<file path="src/rtl/freq_meter_pkg.sv">
// freq_meter_pkg: shared types and defaults for the frequency meter back end.
//   state_t         - measurement FSM states (IDLE, CLEAR, COUNT, LATCH)
//   bcd_digit_t     - one 4-bit BCD decade
//   DIGITS_DEF      - default number of decades
//   SYNC_STAGES_DEF - default synchroniser depth
package freq_meter_pkg;
   typedef enum logic [1:0] {IDLE, CLEAR, COUNT, LATCH} state_t;
   typedef logic [3:0] bcd_digit_t;
   localparam int DIGITS_DEF = 8;
   localparam int SYNC_STAGES_DEF = 2;
endpackage

</file>
<file path="src/rtl/freq_count_latch_bcd_decade.sv">
// bcd_decade: one BCD decade of the measurement counter.
//   clk, rst - system clock, synchronous active-high reset
//   inc      - add one to this decade
//   clr      - force the decade to 0 (wins over inc)
//   carry    - inc while the decade holds 9; feeds the next decade this cycle
//   digit    - current decade value
module bcd_decade
   import freq_meter_pkg::*;
(
   input  logic       clk,
   input  logic       rst,
   input  logic       inc,
   input  logic       clr,
   output logic       carry,
   output bcd_digit_t digit
);
   bcd_digit_t digit_q, digit_d;
   always_comb digit_d = clr ? 4'd0 : !inc ? digit_q : (digit_q == 4'd9) ? 4'd0 : digit_q + 4'd1;
   always_ff @(posedge clk) digit_q <= rst ? 4'd0 : digit_d;
   assign carry = inc & (digit_q == 4'd9);
   assign digit = digit_q;
endmodule

</file>
<file path="src/rtl/freq_count_latch.sv">
// freq_count_latch: frequency meter back end; counts fx edges during the gate and latches the BCD result.
//   clk, rst     - system clock, synchronous active-high reset
//   fx           - asynchronous signal under measurement (fx < f_clk/4)
//   Counter_EN   - asynchronous gate-open level
//   Latch_EN     - asynchronous latch-phase level
//   Counter_Clr  - asynchronous clear-phase level
//   bcd_out      - latched count, digit 0 in bits [3:0]
//   valid        - one-cycle pulse when bcd_out updates
//   overflow     - overflow flag of the window held in bcd_out
//   busy         - high while counting
// Build option: FREQ_OVF_DETECT_EN saturates the counter at all 9s and reports overflow;
// without it the counter wraps and overflow is tied to 0.
module freq_count_latch
   import freq_meter_pkg::*;
#(
   parameter int DIGITS      = DIGITS_DEF,
   parameter int SYNC_STAGES = SYNC_STAGES_DEF
) (
   input  logic                clk,
   input  logic                rst,
   input  logic                fx,
   input  logic                Counter_EN,
   input  logic                Latch_EN,
   input  logic                Counter_Clr,
   output logic [4*DIGITS-1:0] bcd_out,
   output logic                valid,
   output logic                overflow,
   output logic                busy
);
   logic [SYNC_STAGES-1:0] fx_sync_q, en_sync_q, lat_sync_q, clr_sync_q;
   logic                   fx_d_q, cap_q, cap_d, valid_q, capture;
   logic                   fx_s, en_s, lat_s, clr_s, fx_rise, cnt_inc, cnt_clr;
   logic [4*DIGITS-1:0]    cnt, bcd_q;
   logic [DIGITS:0]        carry;
   logic                   carry_unused;
   state_t                 state_q, state_d;

   assign fx_s    = fx_sync_q[SYNC_STAGES-1];
   assign en_s    = en_sync_q[SYNC_STAGES-1];
   assign lat_s   = lat_sync_q[SYNC_STAGES-1];
   assign clr_s   = clr_sync_q[SYNC_STAGES-1];
   assign fx_rise = fx_s & ~fx_d_q;
   // Edges seen in the cycle en_s drops are excluded: the gate has already closed.
   assign cnt_inc = (state_q == COUNT) & en_s & fx_rise;
   assign cnt_clr = (state_q == CLEAR);
   assign carry_unused = carry[DIGITS];

   always_ff @(posedge clk) begin
      if (rst) begin
         fx_sync_q  <= '0;
         en_sync_q  <= '0;
         lat_sync_q <= '0;
         clr_sync_q <= '0;
         fx_d_q     <= 1'b0;
         state_q    <= IDLE;
         cap_q      <= 1'b0;
         valid_q    <= 1'b0;
         bcd_q      <= '0;
      end else begin
         fx_sync_q  <= {fx_sync_q[SYNC_STAGES-2:0], fx};
         en_sync_q  <= {en_sync_q[SYNC_STAGES-2:0], Counter_EN};
         lat_sync_q <= {lat_sync_q[SYNC_STAGES-2:0], Latch_EN};
         clr_sync_q <= {clr_sync_q[SYNC_STAGES-2:0], Counter_Clr};
         fx_d_q     <= fx_s;
         state_q    <= state_d;
         cap_q      <= cap_d;
         valid_q    <= capture;
         bcd_q      <= capture ? cnt : bcd_q;
      end
   end

   always_comb begin
      state_d = state_q;
      capture = 1'b0;
      case (state_q)
         IDLE:  state_d = clr_s ? CLEAR : IDLE;
         CLEAR: state_d = en_s ? COUNT : CLEAR;
         COUNT: state_d = !en_s ? LATCH : (clr_s | lat_s) ? IDLE : COUNT;
         LATCH: begin
            // cap_q limits each LATCH visit to a single capture.
            capture = lat_s & ~cap_q & ~en_s;
            state_d = en_s ? IDLE : clr_s ? CLEAR : LATCH;
         end
         default: state_d = IDLE;
      endcase
      cap_d = (state_q == LATCH) & (cap_q | capture);
   end

   for (genvar i = 0; i < DIGITS; i++) begin : g_dec
      bcd_decade u_dec (
         .clk   (clk),
         .rst   (rst),
         .inc   (carry[i]),
         .clr   (cnt_clr),
         .carry (carry[i+1]),
         .digit (cnt[4*i +: 4])
      );
   end

`ifdef FREQ_OVF_DETECT_EN
   logic all_nine, ovf_cnt_q, ovf_q;
   always_comb begin
      all_nine = 1'b1;
      for (int i = 0; i < DIGITS; i++) all_nine = all_nine & (cnt[4*i +: 4] == 4'd9);
   end
   // Blocking the increment at all 9s keeps the counter saturated.
   assign carry[0] = cnt_inc & ~all_nine;
   always_ff @(posedge clk) begin
      ovf_cnt_q <= (rst | cnt_clr) ? 1'b0 : ovf_cnt_q | (cnt_inc & all_nine);
      ovf_q     <= rst ? 1'b0 : capture ? ovf_cnt_q : ovf_q;
   end
   assign overflow = ovf_q;
`else
   assign carry[0] = cnt_inc;
   assign overflow = 1'b0;
`endif

   assign bcd_out = bcd_q;
   assign valid   = valid_q;
   assign busy    = (state_q == COUNT);
endmodule

</file>
<file path="config.mk">
export PLATFORM = sky130hd
export DESIGN_NAME = freq_count_latch
export DESIGN_NICKNAME = d
export VERILOG_FILES = /design/src/rtl/freq_meter_pkg.sv /design/src/rtl/freq_count_latch_bcd_decade.sv /design/src/rtl/freq_count_latch.sv
export SDC_FILE = /design/constraint.sdc
export NUM_CORES = 1
export LEC_CHECK = 0
export BUFFER_PORTS_ARGS = -buffer_cell sky130_fd_sc_hd__clkbuf_2
export CAP_MARGIN = 15
export CORE_MARGIN = 2
export CORE_UTILIZATION = 35
export CTS_BUF_LIST = sky130_fd_sc_hd__clkbuf_16
export DETAILED_ROUTE_END_ITERATION = 12
export HOLD_SLACK_MARGIN = 0.08
export PLACE_DENSITY_LB_ADDON = 0.12
export SKIP_CTS_REPAIR_TIMING = 1
export SLEW_MARGIN = 30
export SYNTH_ARGS = -nofsm -noshare
export SYNTH_HDL_FRONTEND = slang
export SYNTH_SLANG_ARGS = --single-unit
</file>
<file path="constraint.sdc">
create_clock -name clk -period 2.3 [get_ports clk]
set_clock_uncertainty 0.05 [all_clocks]
set_input_delay 0.23 -clock clk [delete_from_list [all_inputs] [get_ports clk]]
set_output_delay 0.23 -clock clk [all_outputs]
set_load 0.01 [all_outputs]
</file>
==> flow_summary.yaml <==
timing:
  whs_ns: 0.0517
  finalCritPeriodShare_pct: 89.2
  maxSlewViolCount: 0
  tns_ns: 0
  fmax_mhz: 488
  rsz0062_at_grt: "false"
  hold_viol: 0
  finalCriticalPeriod_ns: 2.05
  setup_viol: 0
setup_path:
  cp-end-kind: "flip-flop"
  crit_chain: "and4bb_1, nand4_2, or2_4, or4_1, a21oi_1"
  crit_fanout: 12
  required_ns: 2.51
  critPathArrivalTime_ns: 2.27
  cp-start-kind: "flip-flop"
  worstSetupPathType: "reg -> reg"
  cp_slowest_stage_delay_ns: 0.51
  slowest_stage: "or4_1"
floorplanning:
  coreArea_um2: 8810
  num_rows: 34
  ios: 41
  initial_core_util_pct: 36.4
  die_x_um: 99.7
  die-area_um2: 9940
  die_h_um: 99.7
logic_synthesis:
  synth_nets: 398
  ys_ff_latch: 77
  synth_xor_area_share_pct: 2.18
  ys_seq_area_share_pct: 48.1
  synthesis.area_um2: 3210
  synth_top_family_by_area: "simple AND/OR/NAND/NOR gates"
  synth_cell_types: 44
  ys_warn_count: 0
  muxShareOfSynthArea_pct: 0.936
  synth_compound_area_share_pct: 13.5
  syn_inst: 392
  async_flop_share_pct: 0
  synth_fa_ha_area_share_pct: 0
  ys.flop_type: "dfxtp_1"
  synthSimpleGateAreaFrac_pct: 30.9
  synth_area_leaders: "dfxtp_1 (48%), nand2_1 (11%), a21oi_1 (8.0%)"
  synth_edf_count: 0
  syn_avg_cell_area_um2: 8.18
  netlist.area_leader.share_pct: 48.1
  synth_area_leader_cell: "dfxtp_1"
status:
  status: "finished, final reports clean"
placement:
  placed_area_um2: 3530
  hpwl_um: 4740
  io_buffer_count: 39
  place_congestion: 0.814
finish:
  final_common_cell: "nand2_1"
  seqCellArea_um2: 1540
  layout-drive-gt1-share_pct: 17.1
  mostFrequentLayoutCells: "nand2_1 (90), dfxtp_1 (77), a21oi_1 (51)"
  num_antenna_cells: 0
  syn_to_final_growth_pct: 20.4
  final_util_pct: 43.8
  multi_input_area_um2: 1530
  stdcell_area_um2: 3860
  fillers: 901
  final_nets: 441
global_route:
  grt_pass1_wl_um: 11800
  grt_pass1_vias: 2524
  globalRoute.totalOverflow: 0
  antenna_found_initial: 0
  grt_use_total_pct: 14.8
  grt_max_degree: 30
power:
  leakage_nw: 1.44
  ir_worst_vdd_v: 0.000302
  switching_share_pct: 20.0
  pwr-share-clk_pct: 50.9
  intPower_mw: 2.30
  pwr_density_cell_nw_per_um2: 744
  netSwitchingPower_mw: 0.576
  comb_power_share_pct: 2.2
  seqPwrFrac_pct: 46.9
routing:
  drtAntennaViolNets: 0
  drt_iter0_drc: 46
  viasPerCell: 4.92
  drc: 0
  wl_um: 6780
  dr.pass1.iters: 4
  num_vias: 2692
  drt-wirelength-per-cell_um: 12.4
hold_path:
  hp-class: "in -> reg"
clock_network:
  path_clk_slew_ns: 0.06
  cts_root_buf: "clkbuf_16"
  clkSinkCount: 77
  cts_buffers: 9
  clk_latency_ns: 0.33
  cts_tree: "built"
  clockBufferDepth: 2
  h-tree-depth: 3
flow_run:
  cap_violations: 0
## layer usage
metal / GRT usage, % / wire length (µm)
met1: 19.5 / 3410
met2: 23.4 / 3030
met3: 3.79 / 223
met4: 6.01 / 119
met5: 0 / 0
## path summary, 6_finish.rpt
path / from / end / slack (ns) / cells past startpoint
setup / recovery: g_dec[4].u_dec.digit[2] / g_dec[7].u_dec.digit[1] / 0.25 / 5
hold / removal: Counter_Clr / clr_sync_q[0] / 0.05 / 2
setup reg to reg: g_dec[4].u_dec.digit[2] / g_dec[7].u_dec.digit[1] / 0.25 / 5
hold reg to reg: lat_sync_q[0] / lat_sync_q[1] / 0.38 / 1
## through the flow
step / setup slack, ns / total power, mW / instances
3_3_place_gp: 0.322 / 1.44 / 529
4_1_cts: 0.232 / 2.91 / 544
6_report: 0.249 / 2.87 / 547
3_5_place_dp: 0.262 / 1.44 / 529
2_1_floorplan: 0.449 / 1.42 / 392
5_1_grt: 0.103 / 2.98 / 547
## state kept, by name, indices dropped and copies added, names as in the netlist
register,cells
en_sync_q,2
fx_d_q,1
state_q,2
fx_sync_q,2
valid,1
cap_q,1
bcd_out,32
g_dec.u_dec.digit,32
lat_sync_q,2
clr_sync_q,2
## cell usage after synthesis (2+ instances only)
| cell | number |
|---|---|
| nand2_1 | 90 |
| dfxtp_1 | 77 |
| a21oi_1 | 51 |
| nor2_1 | 29 |
| nor2b_1 | 22 |
| clkbuf_1 | 17 |
| o21ai_0 | 11 |
| inv_1 | 10 |
| nand3_1 | 8 |
| nor3_1 | 6 |
| or3_1 | 6 |
| nor4_1 | 5 |
| or4_1 | 5 |
| o211ai_1 | 4 |
| o31ai_1 | 4 |
| xnor2_1 | 4 |
| xor2_1 | 4 |
| mux2i_1 | 3 |
| nand4_1 | 3 |
| a31o_2 | 2 |
| and2b_1 | 2 |
| and4bb_1 | 2 |
| and4bb_4 | 2 |
| buf_6 | 2 |
| nand4_2 | 2 |
| nor3b_1 | 2 |
| o311ai_0 | 2 |
## final cells by class
class | count | share of cell area, %
Tap cell | 108 | 3.50
Timing Repair Buffer | 53 | 7.97
Multi-Input combinational cell | 284 | 39.7
Inverter | 10 | 0.972
Sequential cell | 77 | 39.9
Clock buffer | 9 | 5.83
Clock inverter | 6 | 2.07
## critical path: cells and delay by family, from the launching register on
family	cells	cell delay (ns)
AOI/OAI and AO/OA	1	0.14
and+or+nand+nor	4	1.43
DFF	1	0.37
## kinds of logic (layout without fill, tap and decap cells)
| family | count (synthesis) | after routing |
|---|---|---|
| AOI/OAI and AO/OA | 78 | 78 |
| xor gates and xnor gates | 8 | 8 |
| buffers and inverters | 31 | 78 |
| DFF | 77 | 77 |
| muxes | 3 | 3 |
| other | 1 | 1 |
| and+or+nand+nor | 194 | 194 |
## power groups by stage
stage	clock network [mW]	registers [mW]	logic, mW
2_1_floorplan	0	1.38	0.0415
6_report	1.46	1.35	0.0643
3_3_place_gp	0	1.38	0.0614
5_1_grt	1.56	1.35	0.0726
4_1_cts	1.51	1.35	0.0618
3_5_place_dp	0	1.38	0.0615
(Power assumes the default switching activity.)
